<file path="src/rtl/uart_rx_byte.sv">
// ---------------------------------------------------------------------------
// uart_rx_byte
//   8N1 UART receiver. The serial line is oversampled 16x. Each bit is the
//   majority of three samples taken near the bit centre. Each good byte is
//   presented on 'data' together with a one-clock 'recieve' strobe.
//
// Ports
//   clk        in   1  system clock, rising edge
//   rst        in   1  synchronous, active-high reset
//   rx         in   1  asynchronous serial line, idle high
//   data       out  8  last good byte, held until the next good byte
//   recieve    out  1  one-clock pulse: 'data' was updated this cycle
//   frame_err  out  1  one-clock pulse: stop bit was low, byte discarded
//   busy       out  1  high while the receiver FSM is not idle
//
// Valid/ready semantics: there is no back-pressure. 'recieve' is a
// single-cycle valid. 'data' is stable from that cycle until the next
// 'recieve'. 'recieve' and 'frame_err' are mutually exclusive, and neither
// is asserted on two consecutive cycles.
// ---------------------------------------------------------------------------
module uart_rx_byte #(
    parameter int CLK_FREQ = 50_000_000,
    parameter int BAUD     = 9600
) (
    input  logic       clk,
    input  logic       rst,
    input  logic       rx,
    output logic [7:0] data,
    output logic       recieve,
    output logic       frame_err,
    output logic       busy
);

    localparam int DIV_RAW = CLK_FREQ / (BAUD * 16);
    localparam int DIV     = (DIV_RAW < 1) ? 1 : DIV_RAW;
    localparam int DW      = (DIV > 1) ? $clog2(DIV) : 1;

    typedef enum logic [2:0] {
        S_IDLE  = 3'd0,
        S_START = 3'd1,
        S_DATA  = 3'd2,
        S_STOP  = 3'd3,
        S_BREAK = 3'd4
    } state_t;

    state_t      state_q, state_d;
    logic        sync1_q, rx_s;
    logic [DW-1:0] div_q, div_d;
    logic [3:0]  scnt_q, scnt_d;
    logic        s7_q, s7_d, s8_q, s8_d;
    logic [2:0]  bidx_q, bidx_d;
    logic [7:0]  shift_q, shift_d;
    logic [7:0]  data_q, data_d;
    logic        recv_q, recv_d;
    logic        ferr_q, ferr_d;
    logic [3:0]  brk_q, brk_d;

    logic        tick;
    logic        decide;
    logic        maj;

    assign tick   = (div_q == DW'(DIV - 1));
    // The bit decision falls on the tick that carries the third sample.
    assign decide = tick && (scnt_q == 4'd9);
    assign maj    = (s7_q & s8_q) | (s7_q & rx_s) | (s8_q & rx_s);

    // State register and datapath registers.
    always_ff @(posedge clk) begin
        if (rst) begin
            state_q <= S_IDLE;
            sync1_q <= 1'b1;
            rx_s    <= 1'b1;
            div_q   <= '0;
            scnt_q  <= '0;
            s7_q    <= 1'b0;
            s8_q    <= 1'b0;
            bidx_q  <= '0;
            shift_q <= '0;
            data_q  <= '0;
            recv_q  <= 1'b0;
            ferr_q  <= 1'b0;
            brk_q   <= '0;
        end else begin
            state_q <= state_d;
            sync1_q <= rx;
            rx_s    <= sync1_q;
            div_q   <= div_d;
            scnt_q  <= scnt_d;
            s7_q    <= s7_d;
            s8_q    <= s8_d;
            bidx_q  <= bidx_d;
            shift_q <= shift_d;
            data_q  <= data_d;
            recv_q  <= recv_d;
            ferr_q  <= ferr_d;
            brk_q   <= brk_d;
        end
    end

    // Next-state and next-datapath logic.
    always_comb begin
        state_d = state_q;
        div_d   = tick ? '0 : div_q + DW'(1);
        scnt_d  = scnt_q;
        s7_d    = s7_q;
        s8_d    = s8_q;
        bidx_d  = bidx_q;
        shift_d = shift_q;
        data_d  = data_q;
        recv_d  = 1'b0;
        ferr_d  = 1'b0;
        brk_d   = brk_q;

        if (tick) begin
            scnt_d = scnt_q + 4'd1;
            if (scnt_q == 4'd7) s7_d = rx_s;
            if (scnt_q == 4'd8) s8_d = rx_s;
        end

        case (state_q)
            S_IDLE: begin
                scnt_d = '0;
                if (!rx_s) begin
                    // Restart the divider so tick phase aligns to the start edge.
                    state_d = S_START;
                    div_d   = '0;
                end
            end
            S_START: begin
                if (decide) begin
                    if (!maj) begin
                        state_d = S_DATA;
                        bidx_d  = '0;
                    end else begin
                        state_d = S_IDLE;
                    end
                end
            end
            S_DATA: begin
                if (decide) begin
                    shift_d = {maj, shift_q[7:1]};
                    bidx_d  = bidx_q + 3'd1;
                    if (bidx_q == 3'd7) state_d = S_STOP;
                end
            end
            S_STOP: begin
                if (decide) begin
                    if (maj) begin
                        data_d  = shift_q;
                        recv_d  = 1'b1;
                        state_d = S_IDLE;
                    end else begin
                        ferr_d  = 1'b1;
                        brk_d   = '0;
                        state_d = S_BREAK;
                    end
                end
            end
            S_BREAK: begin
                // Any low clock on the line restarts the count of high ticks.
                if (!rx_s) begin
                    brk_d = '0;
                end else if (tick) begin
                    if (brk_q == 4'd15) begin
                        brk_d   = '0;
                        state_d = S_IDLE;
                    end else begin
                        brk_d = brk_q + 4'd1;
                    end
                end
            end
            default: state_d = S_IDLE;
        endcase
    end

    assign data      = data_q;
    assign recieve   = recv_q;
    assign frame_err = ferr_q;
    assign busy      = (state_q != S_IDLE);

endmodule

</file>
<file path="config.mk">
export PLATFORM = sky130hd
export DESIGN_NAME = uart_rx_byte
export DESIGN_NICKNAME = d
export VERILOG_FILES = /design/src/rtl/uart_rx_byte.sv
export SDC_FILE = /design/constraint.sdc
export NUM_CORES = 1
export LEC_CHECK = 0
export CAP_MARGIN = 40
export CORE_MARGIN = 4
export CORE_UTILIZATION = 57
export CTS_CLUSTER_SIZE = 24
export DETAILED_ROUTE_END_ITERATION = 8
export GPL_TIMING_DRIVEN = 0
export PLACE_DENSITY = 0.76
export SLEW_MARGIN = 40
export SYNTH_ARGS = -nofsm -noshare
export SYNTH_HDL_FRONTEND = slang
export SYNTH_SLANG_ARGS = --single-unit
</file>
<file path="constraint.sdc">
create_clock -name clk -period 2 [get_ports clk]
set_input_delay 0.3 -clock clk [delete_from_list [all_inputs] [get_ports clk]]
set_output_delay 0.3 -clock clk [all_outputs]
set_load 0.1 [all_outputs]
</file>
==> flow_results.org <==
** Placement
- In this run the tool buffered the top-level ports with 13 buffer cells.
- HPWL after DPL :: 2900 um
- At the end of routability-driven placement, the weighted congestion stood at 0.827.
- After detailed placement, the total cell area comes to 2160 um2.

** Run status
- The final reports fail on setup timing.
- Result of the run :: complete, but fails checks

** CTS
- Counting every sink on the clock net gives 45.
- At the later pin of the worst-skew pair, clock insertion delay measures 0.37 ns.
- Number of H-tree branching levels :: 2
- The longest clock path from root to sink contains 2 buffers.
- Clock-pin slew was measured on the worst setup and hold paths at 0.13 ns.
- Clock buffer count from CTS :: 5
- Hold-fix buffers, CTS :: 0
- TritonCTS built the clock tree.
- Clock root buffer :: sky130_fd_sc_hd__clkbuf_4

** Finish
- Diode insertion count for antenna repair :: 0
- The area growth from synthesis to layout is 15.6%.
- With fillers left out, the area of the finished cells amounts to 2350 um2.
- Total number of nets in the final design :: 250
- Fill cells in the final layout number 251.
- In the final layout, the share of cells above drive strength 1 is 0.229.

** Routing
- Antenna-violating nets left :: 0
- The routed layout has 1621 vias.
- First-pass DRT Iterations :: 4
- Count of routing violations after the opening detailed-route iteration :: 80
- Drt via density :: 5.67
- Length of routed met3 wiring :: 172 um
- Total routed wirelength :: 4180 um
- Total met2 wirelength after detailed routing :: 2150 um
- For this run, design rule violations remaining after detail routing come to 0.
- Routed wire length per instance :: 14.6 um
- After detailed routing, no signal wire sits above met4.
- For this block, wires on met1 add up to 1760 um.

** Hold path
- Hold Crit Class :: reg -> reg
- Number of cells traversed by the worst hold path :: 1
- The worst hold path terminates at rx_s$_SDFF_PP1_.
- In this run the most critical hold path is launched from sync1_q$_SDFF_PP1_.

** Flow run
- The tool flagged a number of max-cap violations equal to 0.

** Floorplanning
- The die covers 4580 um2.
- FP Rows :: 21
- Starting utilization of the core area :: 0.599
- The core region is 3390 um2.
- Total I/O pin count :: 14
- The die is 67.7 um wide.
- Measured along the y axis, the die boundary spans 67.7 um.

** GRT
- The number of antenna violations at the first check in global routing was 0.
- Aggregate global routing overflow :: 0
- Vias in the first global route :: 1476
- The first global-routing pass estimated 6780 um of wire.
- In the global route stage, overall resource usage came out at 0.203.
- Pin count of the biggest net entering global routing :: 15

** Worst setup path
- WP data arrival :: 2.27 ns
- Top fanout value on the critical path :: 5
- STA puts the critical path data required time at 2.26 ns.
- STA classifies the critical path startpoint as a flip-flop.
- Element type at the critical path end :: flip-flop
- Register-to-register setup slack :: -0.02 ns
- Beginning of the worst register-to-register path :: div_q[1]$_SDFF_PP0_
- The worst register-to-register path ends at data[0]$_SDFFE_PP0P_.
- Measured in cells, the most critical reg-to-reg path has a length of 8.
- The critical path is of the reg -> reg type.

** Synth
- Counting every instance in the synthesized netlist gives 212.
- Post-synth design cell area :: 2030 um2
- Post-synthesis sequential element count :: 45
- Seq/Total Area, Yosys :: 0.444
- Post-Syn Nets :: 223
- Number of synthesized flops with an enable pin :: 0
- Counting flops with an async set or reset pin after synthesis yields a share of 0.
- Among all flip-flop cells after synthesis, the most frequent one is sky130_fd_sc_hd__dfxtp_1.
- Synth cell types :: 43
- After synthesis, the mean cell area works out to 9.58 um2.
- Warning count from the yosys run :: 0

** Power and ir drop
- Design Power :: 1.65 mW
- The worst-case IR drop observed on VDD is 0.456 mV.
- Pwr dens :: 703 nW/um2
- Cell leakage power :: 0.915 nW

** STA
- Slew of the pin with the lowest slew margin :: 0.499 ns
- The final count of hold timing violations was 0.
- Pins Over Slew Limit :: 0
- Final critical-path setup slack :: -0.0168 ns
- Clock skew on the completed layout was measured at 0.00429 ns.
- For the finished layout, the period the worst path requires is 2.02 ns.
- RSZ-0062 raised after global routing :: true
- Setup violations remaining at the end of the flow were counted as 1.
- Dividing the final minimum period by the clock period gives 1.01.
- The worst pin sits at a relative slew slack of 0.668.
- Derived from the worst setup path, the maximum achievable clock frequency is 496 MHz.
-- cell usage after synthesis (all sizes together), types with 3 or more instances --
library cell	count	area share
dfxtp	45	0.44
mux2i	19	0.094
buf	5	0.017
o21ai	7	0.017
a21oi	8	0.022
and2	3	0.0092
nand2	11	0.020
or2	3	0.0092
nor2	41	0.077
nand3	6	0.015
clkbuf	4	0.0074
nor3	3	0.013
or4	3	0.011
xor2	9	0.039
ha	8	0.049
inv	7	0.013
nand4	3	0.0092
-- worst max path at each step --
stage                            startpoint  slack [ns]                       to
finish                  div_q[1]$_SDFF_PP0_       -0.02     data[0]$_SDFFE_PP0P_
global route            div_q[0]$_SDFF_PP0_       -0.09     data[3]$_SDFFE_PP0P_
CTS                     div_q[0]$_SDFF_PP0_     -0.0008    brk_q[3]$_SDFFE_PP0P_
detailed placement   bidx_q[0]$_SDFFE_PP0P_       -0.11  state_q[0]$_SDFFE_PP0P_
global placement    state_q[2]$_SDFFE_PP0P_       -0.26                     busy
floorplan           state_q[0]$_SDFFE_PP0P_         0.1      div_q[2]$_SDFF_PP0_
-- per-layer routing --
metal / vias up / global-route usage
li1: 786 / -
met1: 782 / 0.229
met2: 41 / 0.346
met3: 12 / 0.0433
met4: 0 / 0.122
met5: - / 0
-- power by group --
group | switching [mW] | internal, mW
Clock | 0.302 | 0.172
Sequential | 0.0117 | 0.914
Combinational | 0.172 | 0.0787
Total | 0.486 | 1.16
-- flip-flops by register name (all words and copies together), names as in the netlist, 3 cells and up --
signal / cells
div_q: 9
data: 8
shift_q: 8
brk_q: 4
scnt_q: 4
bidx_q: 3
state_q: 3
-- area by class of cell --
| type | count | area (um2) | area share |
|---|---|---|---|
| well taps | 46 | 57.6 | 0.0245 |
| flip-flops and latches | 45 | 910 | 0.387 |
| clock buffers | 6 | 51.3 | 0.0218 |
| repair buffers | 20 | 130 | 0.0554 |
| clock inverters | 2 | 13.8 | 0.00586 |
| plain buffers | 9 | 53.8 | 0.0229 |
| multi-input cells | 151 | 1100 | 0.470 |
| inverters | 7 | 28.8 | 0.0123 |
-- cells in the final DEF, fill, tap and decap left out, types with 2 or more instances in the layout --
cell                              instances
sky130_fd_sc_hd__buf_6                    2
sky130_fd_sc_hd__dfxtp_1                 42
sky130_fd_sc_hd__inv_1                    5
sky130_fd_sc_hd__xor2_1                   9
sky130_fd_sc_hd__nand4_1                  3
sky130_fd_sc_hd__a22oi_1                  2
sky130_fd_sc_hd__nand4bb_4                2
sky130_fd_sc_hd__a21oi_1                  7
sky130_fd_sc_hd__and2_1                   3
sky130_fd_sc_hd__or4_1                    3
sky130_fd_sc_hd__clkdlybuf4s50_1          2
sky130_fd_sc_hd__or2_2                    2
sky130_fd_sc_hd__nand3b_1                 2
sky130_fd_sc_hd__xnor2_1                  2
sky130_fd_sc_hd__mux2i_1                 18
sky130_fd_sc_hd__dfxtp_4                  2
sky130_fd_sc_hd__clkbuf_4                 6
sky130_fd_sc_hd__nand2_1                 11
sky130_fd_sc_hd__ha_1                     7
sky130_fd_sc_hd__nor3_1                   2
sky130_fd_sc_hd__buf_2                   13
sky130_fd_sc_hd__nor2_1                  39
sky130_fd_sc_hd__o31ai_1                  2
sky130_fd_sc_hd__clkbuf_1                 3
sky130_fd_sc_hd__nand4b_1                 2
sky130_fd_sc_hd__nand3_1                  6
sky130_fd_sc_hd__o21ai_0                  6
sky130_fd_sc_hd__buf_4                    7
-- stage by stage --
| stage | setup TNS [ns] | hold WS, ns | cells | util | setup slack [ns] |
|---|---|---|---|---|---|
| 6_report | -0.0168 | 0.439 | 286 | 0.693 | -0.0168 |
| 5_1_grt | -0.573 | 0.459 | 286 | 0.693 | -0.0932 |
| 4_1_cts | -0.000750 | 0.442 | 280 | 0.664 | -0.000750 |
| 3_5_place_dp | -0.811 | 0.408 | 271 | 0.638 | -0.107 |
| 3_3_place_gp | -0.259 | 0.401 | 271 | 0.654 | -0.259 |
| 2_1_floorplan | 0 | 0.389 | 212 | - | 0.0991 |
-- repair_timing --
item                       in CTS  in global routing
gates resized for setup         6                 19
setup endpoints to repair      19                 24
setup buffers                   0                  6
pin swaps                       1                  4
gates cloned                    1                  0
-- cell families (layout without fill, tap and decap cells) --
kind of cell    Yosys count  count (layout)  share of synthesized area
simple gates             88              88                      0.248
compound gates           24              24                     0.0752
mux                      19              19                     0.0937
flops                    45              45                      0.444
buf+inv                  16              44                     0.0370
xor+xnor                 11              11                     0.0474
fa+ha+maj                 9               9                     0.0548
-- worst max-delay path, stage by stage, from the launching register on --
cell,delay [ns]
sky130_fd_sc_hd__dfxtp_4,0.38
sky130_fd_sc_hd__inv_2,0.06
sky130_fd_sc_hd__ha_4,0.14
sky130_fd_sc_hd__nand4bb_4,0.17
sky130_fd_sc_hd__or2_4,0.31
sky130_fd_sc_hd__nor4b_4,0.36
sky130_fd_sc_hd__buf_6,0.19
sky130_fd_sc_hd__mux2i_2,0.23
sky130_fd_sc_hd__nor2_1,0.06
(Power assumes the default switching activity.)
